===== src/rtl/alu_pkg.sv =====
//==============================================================================
// Module      : alu_pkg
// Description : Shared opcode, state and width definitions for the iterative ALU.
// Revision    : 1.0 - initial release
//==============================================================================
`default_nettype none

package alu_pkg;

    localparam logic OP_ADD        = 1'b1;
    localparam logic OP_SUB        = 1'b0;
    localparam int   WIDTH_DEFAULT = 64;

    typedef enum logic [1:0] {
        IDLE = 2'd0,
        CALC = 2'd1,
        DONE = 2'd2
    } state_t;

endpackage

`default_nettype wire


===== src/rtl/alu_slice.sv =====
//==============================================================================
// Module      : alu_slice
// Description : One slice of the iterative ALU: adder with carry and equality.
// Revision    : 1.0 - initial release
//==============================================================================
`default_nettype none

module alu_slice #(
    parameter int SLICE_W = 16
) (
    input  logic [SLICE_W-1:0] a,
    input  logic [SLICE_W-1:0] b,
    input  logic [SLICE_W-1:0] b_eff,
    input  logic               cin,
    output logic [SLICE_W-1:0] sum,
    output logic               cout,
    output logic               eq
);

    logic [SLICE_W:0] w_full;

    assign w_full = {1'b0, a} + {1'b0, b_eff} + {{SLICE_W{1'b0}}, cin};
    assign sum    = w_full[SLICE_W-1:0];
    assign cout   = w_full[SLICE_W];
    // Equality uses the original operand, never the inverted one.
    assign eq     = (a == b);

endmodule

`default_nettype wire


===== src/rtl/alu_iter.sv =====
//==============================================================================
// Module      : alu_iter
// Description : Multi-cycle add/subtract/compare unit, SLICE_W bits per cycle.
// Revision    : 1.0 - initial release
//==============================================================================
`default_nettype none

module alu_iter
    import alu_pkg::*;
#(
    parameter int WIDTH   = WIDTH_DEFAULT,
    parameter int SLICE_W = 16
) (
    input  logic             clk,
    input  logic             reset,
    input  logic             in_valid,
    output logic             in_ready,
    input  logic [WIDTH-1:0] a,
    input  logic [WIDTH-1:0] b,
    input  logic             op,
    output logic             out_valid,
    input  logic             out_ready,
    output logic [WIDTH-1:0] out,
    output logic             eq,
    output logic             cout
);

    localparam int NSLICE  = WIDTH / SLICE_W;
    localparam int c_cnt_w = (NSLICE > 1) ? $clog2(NSLICE) : 1;
    localparam logic [c_cnt_w-1:0] c_last = c_cnt_w'(NSLICE - 1);

    if ((WIDTH % SLICE_W) != 0) begin : g_bad_width
        $error("alu_iter: WIDTH must be a multiple of SLICE_W");
    end

    state_t             r_state;
    state_t             w_next_state;
    logic [WIDTH-1:0]   r_a;
    logic [WIDTH-1:0]   r_b;
    logic [WIDTH-1:0]   r_b_eff;
    logic [WIDTH-1:0]   r_out;
    logic [c_cnt_w-1:0] r_count;
    logic               r_carry;
    logic               r_eq_acc;
    logic               r_eq;
    logic               r_cout;
    logic               r_in_ready;
    logic               r_out_valid;
    logic               w_accept;

    logic [SLICE_W-1:0] w_a_sl  [NSLICE];
    logic [SLICE_W-1:0] w_b_sl  [NSLICE];
    logic [SLICE_W-1:0] w_be_sl [NSLICE];
    logic [SLICE_W-1:0] w_sum;
    logic               w_c;
    logic               w_sl_eq;

    for (genvar gi = 0; gi < NSLICE; gi++) begin : g_split
        assign w_a_sl[gi]  = r_a[gi*SLICE_W +: SLICE_W];
        assign w_b_sl[gi]  = r_b[gi*SLICE_W +: SLICE_W];
        assign w_be_sl[gi] = r_b_eff[gi*SLICE_W +: SLICE_W];
    end

    // A single slice engine, fed by the slice selected by the counter.
    alu_slice #(
        .SLICE_W (SLICE_W)
    ) u_slice (
        .a     (w_a_sl[r_count]),
        .b     (w_b_sl[r_count]),
        .b_eff (w_be_sl[r_count]),
        .cin   (r_carry),
        .sum   (w_sum),
        .cout  (w_c),
        .eq    (w_sl_eq)
    );

    assign w_accept = in_valid & r_in_ready;

    always_ff @(posedge clk) begin
        if (reset) begin
            r_state <= IDLE;
        end else begin
            r_state <= w_next_state;
        end
    end

    always_comb begin
        w_next_state = r_state;
        case (r_state)
            IDLE:    if (w_accept) w_next_state = CALC;
            CALC:    if (r_count == c_last) w_next_state = DONE;
            DONE:    if (out_ready) w_next_state = IDLE;
            default: w_next_state = IDLE;
        endcase
    end

    always_ff @(posedge clk) begin
        if (reset) begin
            r_a         <= '0;
            r_b         <= '0;
            r_b_eff     <= '0;
            r_out       <= '0;
            r_count     <= '0;
            r_carry     <= 1'b0;
            r_eq_acc    <= 1'b0;
            r_eq        <= 1'b0;
            r_cout      <= 1'b0;
            r_in_ready  <= 1'b1;
            r_out_valid <= 1'b0;
        end else begin
            r_in_ready  <= (w_next_state == IDLE);
            r_out_valid <= (w_next_state == DONE);
            if (w_accept) begin
                r_a      <= a;
                r_b      <= b;
                r_b_eff  <= (op == OP_ADD) ? b : ~b;
                r_carry  <= (op == OP_SUB);
                r_eq_acc <= 1'b1;
                r_count  <= '0;
            end
            if (r_state == CALC) begin
                r_carry  <= w_c;
                r_eq_acc <= r_eq_acc & w_sl_eq;
                r_count  <= r_count + c_cnt_w'(1);
                for (int i = 0; i < NSLICE; i++) begin
                    if (r_count == c_cnt_w'(i)) begin
                        r_out[i*SLICE_W +: SLICE_W] <= w_sum;
                    end
                end
                if (r_count == c_last) begin
                    r_eq   <= r_eq_acc & w_sl_eq;
                    r_cout <= w_c;
                end
            end
        end
    end

    assign in_ready  = r_in_ready;
    assign out_valid = r_out_valid;
    assign out       = r_out;
    assign eq        = r_eq;
    assign cout      = r_cout;

endmodule

`default_nettype wire


===== config.mk =====
export PLATFORM = sky130hd
export DESIGN_NAME = alu_iter
export DESIGN_NICKNAME = d
export VERILOG_FILES = /design/src/rtl/alu_pkg.sv /design/src/rtl/alu_slice.sv /design/src/rtl/alu_iter.sv
export SDC_FILE = /design/constraint.sdc
export NUM_CORES = 1
export LEC_CHECK = 0
export BUFFER_PORTS_ARGS = -buffer_cell sky130_fd_sc_hd__buf_4
export CELL_PAD_IN_SITES_DETAIL_PLACEMENT = 0
export CELL_PAD_IN_SITES_GLOBAL_PLACEMENT = 1
export CORE_MARGIN = 3
export CORE_UTILIZATION = 45
export CTS_CLUSTER_SIZE = 40
export DETAILED_ROUTE_END_ITERATION = 6
export MAX_ROUTING_LAYER = met4
export PLACE_DENSITY_LB_ADDON = 0.08
export SLEW_MARGIN = 25
export SYNTH_ARGS = -nofsm -noshare
export SYNTH_HDL_FRONTEND = slang
export SYNTH_SLANG_ARGS = --single-unit

===== constraint.sdc =====
create_clock -name clk -period 10.1 [get_ports clk]
set_clock_uncertainty 0.15 [all_clocks]
set_input_delay 2.02 -clock clk [delete_from_list [all_inputs] [get_ports clk]]
set_output_delay 2.02 -clock clk [all_outputs]
set_load 0.01 [all_outputs]

==> summary.txt <==
Clocking
  • Worst-path clk slew: 0.06 ns
  • CTS resizes: 0
  • CTS tree: built
  • Post-CTS Setup Bufs: 0
  • Clk sinks: 266
  • CTS Hold Bufs: 0
  • Num CTS Buffers: 29
  • CTS root buffer: clkbuf_16
  • Max Root-Sink Buffers: 3
  • H-tree depth: 1
  • Worst skew pair latency: between 0.5 and 0.6 ns

Power
  • Maximum vdd drop: roughly 0.10 mV
  • Leakage: 5.62 nW
  • Power per cell area: 180 nW/um^2

Timing
  • Setup TNS: 0 ns
  • Unrepaired setup endpoints after global routing: no
  • Max-slew violation count: 0
  • Max-slew headroom: 35.2%
  • Final Cycle Share: 48.4%
  • Max Freq: 205 MHz
  • Final worst setup slack: 5.21 ns
  • Setup violators final: 0
  • Final Hold Fails: 0
  • Worst-Margin Slew: just under 1 ns
  • Final hold slack: between 0.2 and 0.3 ns
  • Minimum clock period: roughly 5 ns

GRT
  • Met3 Use GR: 3.31%
  • Largest net degree at the start of global routing: ~140
  • Grt ovf: 0
  • Busiest grt layer: met2
  • Initial antenna violation count: 0
  • GR Layer Usage met2: 36.6%
  • Number of global-route vias before repair: 9346
  • Global routing met1 resource utilization: 34.9%
  • First-pass GRT wire length: 53200 um
  • GRT Util Overall: 24.2%

Routing
  • Pre-antenna DRT Iters: 5
  • Drt drc: 0
  • Wire per inst: 18.5 um
  • DRT Wirelength: between 30000 and 40000 um
  • Vias: 10100
  • Initial DRC Count: roughly 770
  • Antenna-violating nets left: 0
  • Routed vias/inst: 5.30

Synthesis
  • Seq/Total Area, Yosys: between 40 and 50%
  • Commonest cells in the netlist: nand2_1, dfxtp_1, a21oi_1, clkbuf_1, xnor2_1
  • Syn avg cell area: 8.39 sq um
  • Synthesized area: 12000 sq um
  • Number of synthesized flops with an enable pin: 0
  • Synth Instances: 1432
  • Synthesized net count: 1586
  • Yosys cell types: 47
  • Synth top area cells: dfxtp_1, nand2_1, a21oi_1
  • Synth area leader: dfxtp_1
  • #FFs+latches synth: 266
  • Primary FF master, synth: dfxtp_1
  • Synth Warn #: 0
  • Top-count cell post-synth: nand2_1
  • FFs w/ async S/R, synth: 0%
  • Share of the synthesized area in the top cell type: 44.3%

Cells and area
  • Non-filler cells, final: between 1500 and 2000
  • Seq. cell area: 5330 sq um
  • Area growth syn-to-layout: 21.1%
  • Multi-input logic area: 6210 sq um
  • Fillcell total: 2496
  • Nets@finish: 1713
  • ANT cells: 0
  • Layout cell share with drive strength beyond 1: between 10% and 20%

Placement
  • Inst Count DP: 1862
  • Placer Congestion: 0.870
  • PortBufs: 200
  • Setup WS pre-CTS: 5.19 ns
  • Final HPWL DP: between 20000 and 25000 um

Floorplan
  • Die span in y: between 150 and 200 um
  • Initial core utilization: 46.0%
  • Die Width: 169 um
  • DIE AREA: ~29000 sq um
  • I/O pin count: ~200
  • Num rows: 59
  • Core area: 26100 sq um

Flow run
  • Max-Cap Viols: 0

Hold path
  • WHS Path Cells: 2
  • Min-delay src: r_b_eff[23]$_SDFFE_PP0P_
  • Hold endpoint: r_b_eff[23]$_SDFFE_PP0P_
  • Worst min-delay path class: reg2reg

Run status
  • Status: finished, final reports clean

Worst setup path
  • R2R setup slack: about 5.2 ns
  • Critical path endpoint category: register
  • Worst r2r src: r_count[0]$_SDFFE_PP0P_
  • Worst Reg-to-Reg Cells: 11
  • Worst-path maximum fanout: 31
  • Crit path arrival time: around 5.2 ns
  • Critical Path RT: just over 10 ns
  • Classification of the worst setup path: reg2reg
  • Critical Path Source Type: register
  • Worst R2R End: out[62]$_SDFFE_PP0P_
==> final cells by class <==
cell class / instances / area share [%]
Timing Repair Buffer: 209 / 10.9
Tap cell: 335 / 2.88
Clock inverter: 12 / 1.13
Multi-Input combinational cell: 1047 / 42.7
Inverter: 6 / 0.155
Clock buffer: 40 / 5.61
Sequential cell: 266 / 36.6
==> sequential cells by signal (all words and copies together), names as in the netlist <==
register / flops
out: 64
r_a: 64
r_b: 64
r_b_eff: 64
r_count: 2
r_state: 2
cout: 1
eq: 1
in_ready: 1
out_valid: 1
r_carry: 1
r_eq_acc: 1
==> where the power goes <==
part	leakage, nW	switching [mW]	internal, mW
Sequential	2.18	0.0371	1.11
Clock	0.488	0.418	0.664
Combinational	2.96	0.226	0.162
Total	5.62	0.681	1.93
==> layout by cell type (no fill, tap or decap), types with 5 or more instances in the layout <==
cell type  instances
clkinv_2           7
nand2_1          479
xnor2_1           88
nor3_1            12
xor2_1             8
o21ai_0           12
a211o_1            5
buf_4            207
nor3b_1            9
clkbuf_8           6
nor4_1             5
mux4_2            46
nor2_1            26
ha_1              19
clkbuf_16         29
inv_1              6
dfxtp_1          264
clkbuf_1           6
nand3b_1           8
a21oi_1          255
a211oi_1           8
a21o_1             5
and2_1             6
==> cells by family (layout without fill, tap and decap cells) <==
logic type	after synthesis	in the layout	share of synthesized area (%)
DFF	266	266	44.3
and+or+nand+nor	566	566	19.0
buffers and inverters	119	267	4.07
AOI/OAI and AO/OA	312	312	14.2
xor gates and xnor gates	96	96	7.00
adders and majority gates	21	21	2.31
muxes	52	52	9.15
==> worst max-delay path, stage by stage, from the launching register on <==
cell and delay, ns:
dfxtp_2 0.72, buf_4 0.63, mux4_2 0.61, fa_1 0.44
fa_1 0.41, a21o_1 0.19, a21oi_1 0.25, o21a_1 0.18
nor3_1 0.07, nor2b_1 0.55, a31oi_1 0.28, a211oi_1 0.26
==> how the worst max path moves through the flow <==
stage	startpoint	end	cells after the start
3_3_place_gp	r_count[0]$_SDFFE_PP0P_	out[62]$_SDFFE_PP0P_	11
2_1_floorplan	r_count[0]$_SDFFE_PP0P_	out[62]$_SDFFE_PP0P_	14
6_report	r_count[0]$_SDFFE_PP0P_	out[62]$_SDFFE_PP0P_	11
5_1_grt	r_count[0]$_SDFFE_PP0P_	out[46]$_SDFFE_PP0P_	11
4_1_cts	r_count[0]$_SDFFE_PP0P_	out[62]$_SDFFE_PP0P_	11
3_5_place_dp	r_count[0]$_SDFFE_PP0P_	out[62]$_SDFFE_PP0P_	11
==> per-layer routing <==
| layer | share of wire, % | vias up |
|---|---|---|
| met5 | 0 | - |
| met4 | 2.1 | 0 |
| met3 | 5.4 | 52 |
| met2 | 44 | 276 |
| met1 | 48 | 4756 |
| li1 | - | 5059 |
==> metrics by stage <==
step / util (%) / cell area (sq um) / power [mW]
floorplan: - / 12000 / 1.41
global placement: 51.9 / 13600 / 1.55
CTS: 55.6 / 14500 / 2.64
finish: 55.7 / 14600 / 2.62
detailed placement: 51.9 / 13600 / 1.56
global route: 55.7 / 14600 / 2.72
Power figures use the tool's default switching activity.
